--- src/rtl/qsys_system_nios2_oci_pkg.sv ---
// Shared constants for the Nios II OCI trace blocks: DCT frame geometry and
// drain-sequencer state encodings.
package qsys_system_nios2_oci_pkg;

    localparam int unsigned DCT_ENTRY_W = 2;
    localparam int unsigned DCT_DEPTH   = 15;
    localparam int unsigned DCT_BUF_W   = DCT_ENTRY_W * DCT_DEPTH;
    localparam int unsigned DCT_CNT_W   = 4;

    localparam logic [1:0] ST_RUN   = 2'd0;
    localparam logic [1:0] ST_DRAIN = 2'd1;
    localparam logic [1:0] ST_ENDED = 2'd2;

endpackage

--- src/rtl/qsys_system_nios2_oci_dct_accum.sv ---
// DCT shift accumulator: newest code enters at the LSBs; exposes both the
// registered contents and the next-state values used for zero-latency launch.
module qsys_system_nios2_oci_dct_accum
    import qsys_system_nios2_oci_pkg::*;
#(
    parameter int unsigned ENTRY_W = DCT_ENTRY_W,
    parameter int unsigned DEPTH   = DCT_DEPTH,
    parameter int unsigned BUF_W   = DCT_BUF_W,
    parameter int unsigned CNT_W   = DCT_CNT_W
) (
    input  logic               clk,
    input  logic               reset,
    input  logic               accept,
    input  logic               clear,
    input  logic [ENTRY_W-1:0] in_code,
    output logic [BUF_W-1:0]   acc_buf,
    output logic [CNT_W-1:0]   acc_cnt,
    output logic [BUF_W-1:0]   next_buf,
    output logic [CNT_W-1:0]   next_cnt
);

    logic [BUF_W-1:0] acc_buf_q, acc_buf_d;
    logic [CNT_W-1:0] acc_cnt_q, acc_cnt_d;

    always_comb begin
        next_buf = acc_buf_q;
        next_cnt = acc_cnt_q;
        if (accept) begin
            next_buf = {acc_buf_q[BUF_W-ENTRY_W-1:0], in_code};
            next_cnt = acc_cnt_q + {{(CNT_W-1){1'b0}}, 1'b1};
        end
        // A launched frame leaves the accumulator empty so partial frames carry zero upper entries.
        acc_buf_d = clear ? '0 : next_buf;
        acc_cnt_d = clear ? '0 : next_cnt;
    end

    always_ff @(posedge clk) begin
        if (reset) begin
            acc_buf_q <= '0;
            acc_cnt_q <= '0;
        end else begin
            acc_buf_q <= acc_buf_d;
            acc_cnt_q <= acc_cnt_d;
        end
    end

    assign acc_buf = acc_buf_q;
    assign acc_cnt = acc_cnt_q;

endmodule

--- src/rtl/qsys_system_nios2_oci_dct_packer.sv ---
// Packs 2-bit DCT trace codes into {count, payload} frames with a one-deep
// valid/ready output slot and an end-of-test drain sequencer.
module qsys_system_nios2_oci_dct_packer
    import qsys_system_nios2_oci_pkg::*;
#(
    parameter int unsigned ENTRY_W = DCT_ENTRY_W,
    parameter int unsigned DEPTH   = DCT_DEPTH,
    parameter int unsigned BUF_W   = DCT_BUF_W,
    parameter int unsigned CNT_W   = DCT_CNT_W
) (
    input  logic                   clk,
    input  logic                   reset,
    input  logic                   in_valid,
    input  logic [ENTRY_W-1:0]     in_code,
    output logic                   in_ready,
    input  logic                   flush_req,
    input  logic                   test_ending,
    output logic                   out_valid,
    output logic [CNT_W+BUF_W-1:0] out_data,
    input  logic                   out_ready,
    output logic [BUF_W-1:0]       dct_buffer,
    output logic [CNT_W-1:0]       dct_count,
    output logic                   test_has_ended
);

    logic [1:0]             state_q, state_d;
    logic                   flush_pend_q, flush_pend_d;
    logic                   out_valid_q, out_valid_d;
    logic [CNT_W+BUF_W-1:0] out_data_q, out_data_d;

    logic             accept, slot_free, want, launch;
    logic [BUF_W-1:0] acc_buf, next_buf;
    logic [CNT_W-1:0] acc_cnt, next_cnt;

    qsys_system_nios2_oci_dct_accum #(
        .ENTRY_W (ENTRY_W),
        .DEPTH   (DEPTH),
        .BUF_W   (BUF_W),
        .CNT_W   (CNT_W)
    ) u_accum (
        .clk      (clk),
        .reset    (reset),
        .accept   (accept),
        .clear    (launch),
        .in_code  (in_code),
        .acc_buf  (acc_buf),
        .acc_cnt  (acc_cnt),
        .next_buf (next_buf),
        .next_cnt (next_cnt)
    );

    always_comb begin
        in_ready  = (state_q == ST_RUN) && (acc_cnt != CNT_W'(DEPTH));
        accept    = in_valid & in_ready;
        slot_free = ~out_valid_q | out_ready;
        want      = (next_cnt == CNT_W'(DEPTH))
                  | ((flush_pend_q | flush_req) & (next_cnt != '0));
        launch    = want & slot_free;
    end

    always_comb begin
        out_valid_d  = out_valid_q;
        out_data_d   = out_data_q;
        flush_pend_d = 1'b0;
        state_d      = state_q;

        if (launch) begin
            out_valid_d = 1'b1;
            out_data_d  = {next_cnt, next_buf};
        end else if (out_ready) begin
            out_valid_d = 1'b0;
        end

        // A pending flush survives only while its frame is blocked; an empty flush simply clears.
        if (want && !slot_free)
            flush_pend_d = flush_pend_q | flush_req;

        case (state_q)
            ST_RUN: begin
                if (test_ending) begin
                    state_d      = ST_DRAIN;
                    flush_pend_d = 1'b1;
                end
            end
            ST_DRAIN: begin
                if ((acc_cnt == '0) && !out_valid_q && !flush_pend_q)
                    state_d = ST_ENDED;
            end
            ST_ENDED: state_d = ST_ENDED;
            default:  state_d = ST_RUN;
        endcase
    end

    always_ff @(posedge clk) begin
        if (reset) begin
            state_q      <= ST_RUN;
            flush_pend_q <= 1'b0;
            out_valid_q  <= 1'b0;
            out_data_q   <= '0;
        end else begin
            state_q      <= state_d;
            flush_pend_q <= flush_pend_d;
            out_valid_q  <= out_valid_d;
            out_data_q   <= out_data_d;
        end
    end

    assign out_valid      = out_valid_q;
    assign out_data       = out_data_q;
    assign dct_buffer     = acc_buf;
    assign dct_count      = acc_cnt;
    assign test_has_ended = (state_q == ST_ENDED);

endmodule

--- config.mk ---
export PLATFORM = sky130hd
export DESIGN_NAME = qsys_system_nios2_oci_dct_packer
export DESIGN_NICKNAME = d
export VERILOG_FILES = /design/src/rtl/qsys_system_nios2_oci_pkg.sv /design/src/rtl/qsys_system_nios2_oci_dct_accum.sv /design/src/rtl/qsys_system_nios2_oci_dct_packer.sv
export SDC_FILE = /design/constraint.sdc
export NUM_CORES = 1
export LEC_CHECK = 0
export BUFFER_PORTS_ARGS = -buffer_cell sky130_fd_sc_hd__buf_2
export CORE_MARGIN = 2
export CORE_UTILIZATION = 56
export DETAILED_ROUTE_END_ITERATION = 8
export PLACE_DENSITY = 0.92
export SETUP_SLACK_MARGIN = 0.02
export SLEW_MARGIN = 30
export SYNTH_ARGS = -nofsm -noshare
export SYNTH_HDL_FRONTEND = slang
export SYNTH_SLANG_ARGS = --single-unit
--- constraint.sdc ---
create_clock -name clk -period 3.3 [get_ports clk]
set_input_delay 0.165 -clock clk [delete_from_list [all_inputs] [get_ports clk]]
set_output_delay 0.165 -clock clk [all_outputs]
set_load 0.01 [all_outputs]
Word-level counts from Yosys, hierarchy flattened
Index checks and enable logic that the tools add are counted.
Widths: inputs -> output; s select.
Storage, ports and cells
  register bits: 72
  latch bits: 0
  RAM bits: 0
  bits in read-only memories: 0
  output and inout bits: 71
  word-level logic and storage cells: 43
  memories kept: 0
Cells by class
  $add $sub $neg: 1
  $mul: 0
  divide/modulo/power cells: 0
  $lt $le $gt $ge: 0
  eq/ne operators: 6
  shifts and indexed selects: 0
  multiplexer cells: 10
  bitwise gates (word level): 7
  reductions and logical operators: 13
Operator list (count)
  $mux 30: 1
  $pmux 2 s3: 1
  $mux 1: 5
  $add 4x1->4 const B: 1
  $eq 4x4->1 const B: 1
  $logic_and 1x1->1: 4
  $logic_not 4->1: 1
  $mux 2: 2
  $mux 4: 1
  $ne 2x2->1 const B: 2
  $ne 4x4->1 const B: 1
  $reduce_bool 4->1: 1
  $and 1x1->1: 3
  $logic_not 1->1: 3
  $or 1x1->1: 3
  $eq 2x1->1 const B: 1
  $eq 2x2->1 const B: 1
  $logic_not 2->1: 1
  $reduce_and 2->1: 1
  $reduce_bool 2->1: 1
  $reduce_or 2->1: 1
  $not 1->1: 1

Depth between registers and ports, before layout
  depth in word-level cells: 11
  depth in mapped cells: 11
  gate-level depth less buffers: 8

Modules after synthesis
Synthesis repeated with hierarchy kept, for this count alone.
Unflattened totals
  cells, all modules: 298
  area, all modules: 3220.6 µm²
Modules (own cells, without submodules)
  qsys_system_nios2_oci_dct_packer: times used 1, cells each 182, area each 1656.6 µm², seq. area each 760.7 µm²
  qsys_system_nios2_oci_dct_accum: times used 1, cells each 116, area each 1564.0 µm², seq. area each 680.7 µm²

Worst setup path before layout
OpenSTA, ideal clock, no wires.
  path kind: flip-flop to flip-flop
  start point: reg u_accum.acc_cnt_q[0], in the netlist u_accum.acc_cnt[0]
  end point: reg out_data_q[10], in the netlist out_data[10]
  arrival: 2.110 ns
  data required time: 3.219 ns
  path slack: 1.108 ns
  cell stages (with the launch flop): 10
  period minus slack after synthesis: 2.192 ns
  cell sequence: dfxtp_1 > inv_1 > ha_1 > nor4_2 > a211o_2 > o221ai_4 > and2_4 > buf_6 > buf_6 > a211oi_2
On the way
  cells in the longest elaborated chain, start to end: 8
RTL lines
  start: declaration: RTL line qsys_system_nios2_oci_dct_accum.sv:23  | logic [CNT_W-1:0] acc_cnt_q, acc_cnt_d;
  start signal: assignment: RTL line qsys_system_nios2_oci_dct_accum.sv:43  | acc_cnt_q <= acc_cnt_d;
  parallel branches: the longest is 8 deep, another holds $add 4x1->4
  end signal: assignment: RTL line qsys_system_nios2_oci_dct_packer.sv:104  | out_data_q <= out_data_d;
  end: declaration: RTL line qsys_system_nios2_oci_dct_packer.sv:29  | logic [CNT_W+BUF_W-1:0] out_data_q, out_data_d;
Several ways; the timed one is not identified.
A chain may end at the register's enable or synchronous reset.

Worst setup path after layout
  start point: reg u_accum.acc_cnt_q[0], in the netlist u_accum.acc_cnt[0]
  end point: reg out_data_q[0], in the netlist out_data[0]
Same word-level chain as after synthesis.

==> summary.txt <==
Status
  • Status: completed

Run
  • Max Cap Viol: 0

Synth
  • Post-synth top area share: 0.4685
  • Gate count of the mapped netlist: slightly below 300
  • Avg Inst Size Synth: 10.32 µm²
  • Register bit count reported by yosys: 72
  • Synth async-reset ratio: 0
  • Seq/Total Area, Yosys: 0.4685
  • Syn nets: 312
  • Yosys synthesis warning count: 0
  • Synth cell types: 37
  • Mapped Area: 0.003077 mm²
  • Top FF cell, synth: dfxtp_1
  • Area contributors post-synth: dfxtp_1 (47%), a211oi_2 (12%), mux2i_1 (11%), a21oi_1 (5.9%), nor2_1 (5.1%)
  • Largest area contributor in the netlist: dfxtp_1
  • Post-synth EDFFs: 0

Placement
  • GP Congestion: 0.8883
  • DPL Wire Length: 4738 µm
  • Port bufs: 78
  • Post-Place Cells: 425

Floorplanning
  • Core Region: approximately 0.0052 mm²
  • Row cnt: 26
  • Starting Density: 0.5911
  • # IOs: 79
  • Die Footprint: 0.006103 mm²
  • Die span in x: 78.12 µm
  • Die Y: 78.12 µm

CTS
  • CTS tree: built
  • TritonCTS Buffers: 9
  • Clock Latency Late Sink: 340 ps
  • Clock-pin slew on the worst setup and hold paths: 70 ps
  • Cts hold-fix bufs: 0
  • Post-CTS setup buffers: 0
  • Clock Sinks: 72
  • CTS Root Buffer Type: clkbuf_8
  • CTS resizes: 0
  • Clock Tree Buf Depth: 2
  • H-tree Lvls: 3

GRT
  • Tot GR Track Use: 0.2448
  • Antenna violations before repair: 0
  • Number of global-route vias before repair: about 2.4k
  • GRT overflow: 0
  • First-pass GRT wire length: 11750 µm
  • Largest net degree at the start of global routing: 40

Drt
  • DRT Pass-1 Iters: 4
  • Metal3 WL: around 550 µm
  • M1 WL: between 2000 and 3000 µm
  • Met2 WL: 3594 µm
  • Routed Wire Length: slightly above 7000 µm
  • DRC violations left: 0
  • Antenna viol nets, final: 0
  • Top Layer Used: met4
  • Avg WL per Cell: between 15 and 20 µm
  • DRT iter0 DRCs: around 160
  • Via density: 5.741
  • Via Count: 2532

Worst setup path
  • CP required: 3500 ps
  • Reg-to-reg startpoint: u_accum.acc_cnt[0]$_SDFF_PP0_
  • Setup crit start kind: flip-flop
  • Arrival time worst endpoint: roughly 3000 ps
  • R2R Path End: out_data[0]$_SDFFE_PP0P_
  • Flop2flop setup slack: roughly 500 ps
  • Critical Path Sink Type: flip-flop
  • Setup CP Type: flip-flop to flip-flop
  • R2R depth: 8
  • Crit Path Max Fanout: 36

STA
  • Tmin final: around 2800 ps
  • Worst Tran Pin Value: 763.9 ps
  • Period utilisation layout: 0.8498
  • Relative max-transition margin: 0.4907
  • Hold Vio Cnt, Final: 0
  • Pins Over Slew Limit: 0
  • RSZ-0062 raised after global routing: no
  • Final Setup Violations: 0
  • Layout Skew: 5.831 ps
  • Max frequency: 356.6 MHz
  • Setup_tns: 0 ps

Worst hold path
  • Worst min-delay path class: input pin to flip-flop
  • Worst Hold End: u_accum.acc_buf[0]$_SDFF_PP0_
  • Min-delay src: in_code[0]
  • Hold depth: 3

Final layout
  • N_diodes: 0
  • Layout cells sized above 1: 0.3585
  • Nets: 380
  • Area Growth Syn to Fin: 17.20%
  • Final Non-Filler Cells: 441

Power
  • Max VDD drop: 0.5310 mV
  • Pwr dens: 946.0 mW/mm²
  • LEAKAGE: roughly 1.6 nW
## worst max-delay path by stage
stage	from	cells after the start	end	slack, ps
detailed placement	u_accum.acc_cnt[0]$_SDFF_PP0_	8	out_data[0]$_SDFFE_PP0P_	520
finish	u_accum.acc_cnt[0]$_SDFF_PP0_	8	out_data[0]$_SDFFE_PP0P_	500
floorplan	u_accum.acc_cnt[0]$_SDFF_PP0_	9	out_data[10]$_SDFFE_PP0P_	1110
global route	u_accum.acc_cnt[0]$_SDFF_PP0_	8	out_data[25]$_SDFFE_PP0P_	250
CTS	u_accum.acc_cnt[0]$_SDFF_PP0_	8	out_data[0]$_SDFFE_PP0P_	510
global placement	u_accum.acc_cnt[0]$_SDFF_PP0_	8	out_data[25]$_SDFFE_PP0P_	650
## final cells by class
type	instances	area, µm²
flip-flops and latches	72	1441
multi-input cells	194	1446
fillers	398	1599
inverters	6	22.52
repair buffers	83	427.9
clock buffers	12	135.1
well taps	70	87.58
clock inverters	4	45.04
## report_power, final
part,internal [mW],switching [mW],total [mW]
registers,1.10,0.146,1.24
logic,0.611,0.903,1.51
clock network,0.346,0.308,0.654
total,2.05,1.36,3.41
## cells in the mapped netlist (all sizes together), types with 3 or more instances
| master | instances |
|---|---|
| dfxtp | 72 |
| nor2 | 42 |
| a21oi | 36 |
| mux2i | 34 |
| a211oi | 33 |
| buf | 17 |
| clkbuf | 9 |
| nand2 | 7 |
| ha | 6 |
| inv | 6 |
| o21ai | 6 |
| and2 | 4 |
| nor3 | 4 |
| xnor2 | 3 |
## cell usage in the layout, fill, tap and decap left out, drive strengths merged
master  netlist  layout
nor4          1       1
a31oi         1       1
nand3         2       2
buf          17      83
nor3          4       4
or4b          1       1
or2           1       1
dfxtp        72      72
and2          4       4
a31o          1       1
a21boi        1       1
nor2         42      42
a211oi       33      33
bufinv        0       1
mux2i        34      34
nand4         1       1
a211o         2       2
inv           6       6
xnor2         3       3
o221ai        1       1
a21oi        36      36
o21ai         6       6
ha            6       6
a21o          2       2
nand2         7       7
nand2b        2       2
clkinv        0       3
clkbuf        9      12
nor2b         1       1
and3          1       1
o22ai         1       1
## logic make-up after synthesis
logic type	count (synthesis)	synth area share
AOI/OAI and AO/OA	84	0.2249
xor gates and xnor gates	3	0.008542
adders and majority gates	6	0.02440
buffers and inverters	32	0.06263
DFF	72	0.4685
muxes	34	0.1106
and+or+nand+nor	67	0.1005
## sequential cells by signal, indices dropped and copies added (netlist names)
register / cells
u_accum.acc_buf: 30
out_valid: 1
out_data: 34
u_accum.acc_cnt: 4
flush_pend_q: 1
state_q: 2
## stage by stage
stage / setup WS, ps / power [mW] / hold slack, ps / utilization / area, µm²
after floorplan: 1108 / 2.423 / 314.0 / - / 3077
after global placement: 647.1 / 2.692 / 426.8 / 0.6579 / 3425
after detailed placement: 524.3 / 2.770 / 440.3 / 0.6582 / 3426
after CTS: 505.2 / 3.424 / 77.00 / 0.6928 / 3606
after global routing: 247.1 / 3.613 / 93.57 / 0.6928 / 3606
final: 495.7 / 3.411 / 88.80 / 0.6928 / 3606
## critical path, cell delays in order, from the launching register on
cell,delay [ps]
dfxtp_1,490
ha_1,370
or2_0,140
o21ai_0,80
a31o_1,270
o221ai_4,180
buf_4,390
and2_4,580
a211oi_1,140
## routing by layer
| metal | GRT usage | vias to the layer above |
|---|---|---|
| met5 | 0 | - |
| met4 | 0.08947 | 0 |
| met3 | 0.07816 | 15 |
| met2 | 0.4026 | 103 |
| met1 | 0.3018 | 1223 |
| li1 | - | 1191 |
No activity file was read; power rests on OpenSTA's default activity.
